--- src/rtl/sync_fifo_param.sv ---
// rtl/sync_fifo_param.sv - parametrised single-clock FIFO with thresholds and occupancy count
// Optional sticky overflow/underflow flags are built when SYNC_FIFO_ERR_EN is defined.
module sync_fifo_param #(
  parameter int DATA_W   = 8,
  parameter int DEPTH    = 8,
  parameter int AF_LEVEL = DEPTH - 1,
  parameter int AE_LEVEL = 1
) (
  input  logic                     clk,
  input  logic                     rst,
  input  logic                     wr_en,
  input  logic                     rd_en,
  input  logic [DATA_W-1:0]        data_in,
  output logic [DATA_W-1:0]        data_out,
  output logic                     full,
  output logic                     empty,
  output logic                     almost_full,
  output logic                     almost_empty,
  output logic [$clog2(DEPTH):0]   count,
  output logic                     led,
  output logic                     overflow,
  output logic                     underflow
);

  localparam int AW = $clog2(DEPTH);
  localparam int CW = AW + 1;
  localparam logic [AW-1:0] PTR_ONE = 1;
  localparam logic [CW-1:0] CNT_ONE = 1;

  logic [DATA_W-1:0] mem [DEPTH];

  logic [AW-1:0]     wr_ptr_q, wr_ptr_d;
  logic [AW-1:0]     rd_ptr_q, rd_ptr_d;
  logic [CW-1:0]     count_q, count_d;
  logic [DATA_W-1:0] data_out_q, data_out_d;
  logic              led_q, led_d;
  logic              wr_acc, rd_acc;

  // Status flags decode the registered count only, so they never glitch mid-cycle.
  assign full         = (count_q == CW'(DEPTH));
  assign empty        = (count_q == '0);
  assign almost_full  = (count_q >= CW'(AF_LEVEL));
  assign almost_empty = (count_q <= CW'(AE_LEVEL));
  assign count        = count_q;
  assign data_out     = data_out_q;
  assign led          = led_q;

  always_comb begin
    wr_acc     = wr_en && !full;
    rd_acc     = rd_en && !empty;
    wr_ptr_d   = wr_acc ? wr_ptr_q + PTR_ONE : wr_ptr_q;
    rd_ptr_d   = rd_acc ? rd_ptr_q + PTR_ONE : rd_ptr_q;
    data_out_d = rd_acc ? mem[rd_ptr_q] : data_out_q;
    led_d      = full;
    count_d    = count_q;
    case ({wr_acc, rd_acc})
      2'b10:   count_d = count_q + CNT_ONE;
      2'b01:   count_d = count_q - CNT_ONE;
      default: count_d = count_q;
    endcase
  end

  always_ff @(posedge clk or posedge rst) begin
    if (rst) begin
      wr_ptr_q   <= '0;
      rd_ptr_q   <= '0;
      count_q    <= '0;
      data_out_q <= '0;
      led_q      <= 1'b0;
    end else begin
      wr_ptr_q   <= wr_ptr_d;
      rd_ptr_q   <= rd_ptr_d;
      count_q    <= count_d;
      data_out_q <= data_out_d;
      led_q      <= led_d;
    end
  end

  // Storage is deliberately unreset; empty keeps stale words unreachable.
  always_ff @(posedge clk) begin
    if (wr_acc) begin
      mem[wr_ptr_q] <= data_in;
    end
  end

`ifdef SYNC_FIFO_ERR_EN
  logic overflow_q, overflow_d;
  logic underflow_q, underflow_d;

  always_comb begin
    overflow_d  = overflow_q  | (wr_en & full);
    underflow_d = underflow_q | (rd_en & empty);
  end

  always_ff @(posedge clk or posedge rst) begin
    if (rst) begin
      overflow_q  <= 1'b0;
      underflow_q <= 1'b0;
    end else begin
      overflow_q  <= overflow_d;
      underflow_q <= underflow_d;
    end
  end

  assign overflow  = overflow_q;
  assign underflow = underflow_q;
`else
  assign overflow  = 1'b0;
  assign underflow = 1'b0;
`endif

endmodule

--- config.mk ---
export PLATFORM = sky130hd
export DESIGN_NAME = sync_fifo_param
export DESIGN_NICKNAME = d
export VERILOG_FILES = /design/src/rtl/sync_fifo_param.sv
export SDC_FILE = /design/constraint.sdc
export NUM_CORES = 1
export LEC_CHECK = 0
export ABC_AREA = 1
export CORE_UTILIZATION = 60
export DETAILED_ROUTE_END_ITERATION = 8
export PLACE_DENSITY = 0.93
export RECOVER_POWER = 25
export SKIP_CTS_REPAIR_TIMING = 1
export SLEW_MARGIN = 20
export SYNTH_ARGS = -nofsm -noshare
export SYNTH_HDL_FRONTEND = slang
export SYNTH_SLANG_ARGS = --single-unit
--- constraint.sdc ---
create_clock -name clk -period 4.3 [get_ports clk]
set_clock_uncertainty 0.2 [all_clocks]
set_input_delay 0.645 -clock clk [delete_from_list [all_inputs] [get_ports clk]]
set_output_delay 0.645 -clock clk [all_outputs]
set_load 0.02 [all_outputs]
==> results of run 1 <==
## per-stage QoR
| step | instances | power (W) | hold WS, ns |
|---|---|---|---|
| 4_1_cts | 470 | 0.002815 | 0.2870 |
| 6_report | 470 | 0.002820 | 0.2847 |
| 3_5_place_dp | 454 | 0.002271 | 0.2644 |
| 5_1_grt | 470 | 0.002989 | 0.3150 |
| 2_1_floorplan | 364 | 0.001949 | 0.2993 |
| 3_3_place_gp | 454 | 0.002205 | 0.2614 |
## path summary, 6_finish.rpt
kind | from | to | slack [ns]
worst min-delay path | data_out[5]$_DFFE_PP0P_ | data_out[5]$_DFFE_PP0P_ | 0.28
worst max register to register | count[0]$_DFFE_PP0P_ | mem[1][3]$_DFFE_PP_ | 1.99
min in group asynchronous | rst | data_out[5]$_DFFE_PP0P_ | 0.54
worst min register to register | data_out[5]$_DFFE_PP0P_ | data_out[5]$_DFFE_PP0P_ | 0.28
worst max-delay path | count[1]$_DFFE_PP0P_ | empty | 1.45
max in group asynchronous | rst | data_out[4]$_DFFE_PP0P_ | 2.83
## final cells by class
type	count	share of cell area, %
flip-flops and latches	83	57.30
multi-input cells	200	23.06
repair buffers	29	6.878
inverters	67	6.071
clock buffers	11	3.140
well taps	75	2.243
clock inverters	5	1.316
## registers in the layout (all words and copies together) (netlist names)
name	cells
wr_ptr_q	3
led	1
rd_ptr_q	3
data_out	8
mem	64
count	4
## routing by layer
metal  vias up  routed length (um)  global-route usage (%)
met4         0                 273                   15.00
li1       1199                   -                       -
met5         -                   0                       0
met3        25                 690                   5.955
met2       135                4039                   43.53
met1      1201                3020                   35.02
## worst reg2reg max path, stage by stage, from the launching register on
cell	delay [ns]
dfrtp_1	0.42
inv_1	0.12
ha_1	0.23
nand3_1	0.11
nand2_2	0.10
inv_1	0.11
nand2_1	0.12
nor2_1	0.54
## report_power, final
| part | switching, W | internal, W | total [W] |
|---|---|---|---|
| Sequential | 0.000126 | 0.00105 | 0.00117 |
| Clock | 0.000279 | 0.000267 | 0.000546 |
| Combinational | 0.000710 | 0.000390 | 0.00110 |
## cell families after synthesis
family,after synthesis,share of synthesized area [%]
AO/OA/AOI/OAI,8,1.174
XOR/XNOR,6,1.408
adder cells (fa/ha/maj),7,2.347
buffers and inverters,81,9.993
flip-flops,83,64.25
other,1,0.1005
AND/OR/NAND/NOR,177,20.72
## cell usage after synthesis, types with 3 or more instances
master	n
nand2_1	111
edfxtp_1	64
inv_1	62
nand3_1	50
dfrtp_1	19
buf_4	7
ha_1	7
nor2_1	6
buf_6	5
nor2_2	4
o21ai_0	4
xor2_1	4
inv_2	3
==> results.md, run 1 <==
- Via count: 2560
- Crit Path Class: reg -> out
- Crit path arrival time: 2.01 ns
- Final layout net count: 409
- Clk buf depth: 2
- GRT Total Usage: 27.36%
- Critical Path Start Type: register
- WP buf/inv: 3
- Die height: 80.86 um
- WHS Path Cells: 2
- Final setup TNS: 0 ns
- Initial core utilization: 62.65%
- Setup violations, final: 0
- Most frequent cells in the layout: 111 x nand2_1, 64 x edfxtp_1, 62 x inv_1, 50 x nand3_1, 21 x clkdlybuf4s50_1
- Slew Limit Fails: 0
- Detail Route Antenna Nets: 0
- Mean Syn Cell Area: 10.28 sq um
- CTS tree: yes
- Synth Flop Type: edfxtp_1
- Status: completed
- Crit path max-delay family: buffers and inverters
- I/O pin total: 31
- N_diodes: 0
- Largest net degree at the start of global routing: 36
- GR Overflow Total: 0
- Slowest CP cell: clkdlybuf4s50_1
- Warnings, synthesis: 0
- Max-cap violations: 0
- H-Tree Depth: 3
- Slew @ Worst Pin: 0.8277 ns
- Worst setup margin: 1.448 ns
- Post-synthesis register bit count: 83
- Period utilisation layout: 66.33%
- CP endpoint kind: output pin
- Sequential cell area fraction in the yosys report: 64.25%
- Minimum clock period: 2.852 ns
- Async SR Flop Fraction: 22.89%
- Port buffer count: 28
- Worst min-delay path class: reg -> reg
- Layout cells sized above 1: 7.089%
- Chain of cells forming the critical path: inv_1 > ha_1 > inv_1 > nor2_4 > clkdlybuf4s50_1
- Most common cell after layout, fill and taps aside: nand2_1
- Final wirelength: 8024 um
- CORE AREA: 5956 sq um
- Post-Synthesis Cell Area: 3731 sq um
- Leak: 1.859 nW
- Chip Width: 80.86 um
- First-pass GRT wire length: 12390 um
- Highest Clock Rate: 0.3506 GHz
- Layout area overhead: 12.14%
- Multi-input logic area: 964.7 sq um
- CP required: 3.45 ns
- RePlAce Congestion: 0.8989
- # rows: 28
- CP max stage delay: 0.63 ns
- Register area: 2397 sq um
- Die footprint: 6538 sq um
- Skew-Pair Late Insertion Delay: 0.36 ns
- Avg Vias per Cell: 5.447
- Synth area leader: edfxtp_1
- Cell variety after synth: 28
- Wire per inst: 17.07 um
- RSZ-0062 raised after global routing: no
- DR pass1 iterations: 5
- Vias in the first global route: 2492
- Dpl cell area: 3998 sq um
- Crit-path most repeated cell: inv_1
- Drt initial violations: 402
- Power Density: 674.0 nW/um^2
- Yosys top cell area share: 51.51%
- Post-layout util: 70.25%
- Clk sinks: 83
- Antenna violations before repair: 0
- Register-to-Register Path Depth: 7
- DP Worst Slack: 1.761 ns
- Synth area leaders: edfxtp_1 52%, dfrtp_1 13%, nand2_1 11%
- Fillers: 413
- WP depth: 5
- Synthesized instance count: 363
- Clk root buf: clkbuf_8
- DPL Wire Length: 5345 um
- Crit Path Max Fanout: 5
- Worst slew margin: 44.76%
- CTS clk-pin slew, worst paths: 0.09 ns
- Final hold violation count: 0
- Peak VDD IR: 0.0003582 V
- Post-synth EDFFs: 64
- DRC: 0
- Final instance area: 4184 sq um
- CTS buffer count: 9
Note: power is estimated with default switching activity, not from simulation.
==> run 2: changes to the inputs <==
--- a/config.mk
+++ b/config.mk
@@ -6,9 +6,9 @@
 export NUM_CORES = 1
 export LEC_CHECK = 0
 export ABC_AREA = 1
-export CORE_UTILIZATION = 60
+export CORE_UTILIZATION = 52
 export DETAILED_ROUTE_END_ITERATION = 8
-export PLACE_DENSITY = 0.93
+export PLACE_DENSITY = 0.87
 export RECOVER_POWER = 25
 export SKIP_CTS_REPAIR_TIMING = 1
 export SLEW_MARGIN = 20
==> constraint.sdc (replaced) <==
create_clock -name clk -period 2.4 [get_ports clk]
set_clock_uncertainty 0.2 [all_clocks]
set_input_delay 0.36 -clock clk [delete_from_list [all_inputs] [get_ports clk]]
set_output_delay 0.36 -clock clk [all_outputs]
set_load 0.02 [all_outputs]
==> run 2 against run 1 <==
Against the previous run:
- first-iteration DRC count down 31%
- design area increased by 1.3%
- total power grew 74%
- final cell count rose by 5.7%
- core utilization fell by 8.6 points
- via count is 0.51% lower
- die area is 15% higher
- worst setup slack worse by 1.3 ns
- critical path depth down 2
- sequential cell count stayed put
- non-clock buffer count up 6
- critical path type unchanged
- critical endpoint is now almost_full
==> results.md, run 2 (synthesized netlist as in run 1, its figures left out) <==
- Via count: 2547
- Chip Width: 86.71 um
- CTS clk-pin slew, worst paths: 0.08 ns
- N_diodes: 0
- Crit Path Max Fanout: 5
- Final wirelength: 7564 um
- Crit path arrival time: 1.72 ns
- Clk buf depth: 2
- Worst slew margin: 46.70%
- DPL Wire Length: 5203 um
- CP startpoint: count[0]$_DFFE_PP0P_
- Most frequent cells in the layout: 111 x nand2_1, 64 x edfxtp_1, 62 x inv_1, 50 x nand3_1, 19 x dfrtp_1
- Clk sinks: 83
- Largest net degree at the start of global routing: 35
- First-pass GRT wire length: 12250 um
- Highest Clock Rate: 0.4393 GHz
- Final instance area: 4237 sq um
- Critical Path Start Type: register
- Max-cap violations: 0
- Fillers: 544
- I/O pin total: 31
- Slew @ Worst Pin: 0.7987 ns
- Reg2Reg Setup Slack: 0.19 ns
- Skew-Pair Late Insertion Delay: 0.35 ns
- RR Endpoint: mem[2][5]$_DFFE_PP_
- Worst min-delay path class: in -> async
- Layout cells sized above 1: 7.481%
- Avg Vias per Cell: 5.125
- GRT Total Usage: 22.74%
- H-Tree Depth: 3
- Register-to-Register Path Depth: 6
- Power Density: 1160 nW/um^2
- Multi-input logic area: 964.7 sq um
- Setup violations, final: 0
- Crit Path Class: reg -> out
- Slew Limit Fails: 0
- DR pass1 iterations: 5
- Period utilisation layout: 94.86%
- Antenna violations before repair: 0
- CORE AREA: 6869 sq um
- Layout area overhead: 13.55%
- DRC: 0
- Final layout net count: 415
- Die footprint: 7518 sq um
- Peak VDD IR: 0.0005131 V
- CP required: 1.84 ns
- Leak: 1.931 nW
- Worst setup margin: 0.1234 ns
- Top reg by flops: mem
- Register area: 2397 sq um
- Detail Route Antenna Nets: 0
- Drt initial violations: 277
- Design Power: 0.004916 W
- Origin of the critical flop-to-flop path: count[0]$_DFFE_PP0P_
- Die height: 86.71 um
- Max FFs per register: 64
- CTS buffer count: 9
- Wire per inst: 15.22 um
- RSZ-0062 raised after global routing: no
- DP Worst Slack: 0.2079 ns
- CP endpoint kind: output pin
- RePlAce Congestion: 0.9175
- CTS tree: yes
- # rows: 30
- Minimum clock period: 2.277 ns
- Clk root buf: clkbuf_8
- Status: completed
- GR Overflow Total: 0
- Most common cell after layout, fill and taps aside: nand2_1
- Vias in the first global route: 2587
- Initial core utilization: 54.32%
- Port buffer count: 28
- Dpl cell area: 4069 sq um
- Final hold violation count: 0
-- run 2: cell count changes in the layout (fill, tap and decap cells not counted), sizes merged --
cell	before	now
buf	1	7
bufinv	1	0
clkbuf	11	16
clkdlybuf4s50	21	18
clkinv	3	1
clkinvlp	2	0
dlymetal6s2s	0	3
-- run 2: power by group --
| part | internal (W) | leakage [nW] | switching (W) |
|---|---|---|---|
| Combinational | 0.000724 | 1.04 | 0.00124 |
| Sequential | 0.00188 | 0.809 | 0.000223 |
| Clock | 0.000408 | 0.0790 | 0.000446 |
-- run 2: worst max-delay path by stage --
stage          slack, ns              endpoint
2_1_floorplan       0.11  count[2]$_DFFE_PP0P_
3_3_place_gp        0.28                 empty
3_5_place_dp        0.21   mem[2][7]$_DFFE_PP_
4_1_cts            -0.15                 empty
5_1_grt             0.04           almost_full
6_report            0.12           almost_full
-- run 2: per-layer routing --
metal  wire (um)  vias to the layer above  global-route usage (%)
met1        3063                     1222                   28.81
met2        3734                      102                   35.71
li1            -                     1209                       -
met4         156                        0                   11.36
met3         609                       14                   6.857
met5           0                        -                       0
-- run 2: cell type report --
cell class	instances	area share, %
Inverter	67	5.995
Timing Repair Buffer	35	8.033
Tap cell	96	2.835
Multi-Input combinational cell	200	22.77
Clock buffer	16	3.780
Sequential cell	83	56.59
-- run 2: worst max-delay path: stages (launching register included) --
cell and delay [ns]:
dfrtp_1 0.44, ha_1 0.23, o21a_1 0.17, clkdlybuf4s50_1 0.53
-- run 2: per-stage QoR --
stage | hold WS (ns) | std cells | setup TNS [ns] | utilization (%)
finish | 0.2571 | 497 | 0 | 61.68
global route | 0.3059 | 497 | 0 | 61.68
CTS | 0.2743 | 497 | -0.3119 | 61.57
detailed placement | 0.2660 | 481 | 0 | 59.24
global placement | 0.2632 | 481 | 0 | 59.24
floorplan | 0.1111 | 364 | 0 | -
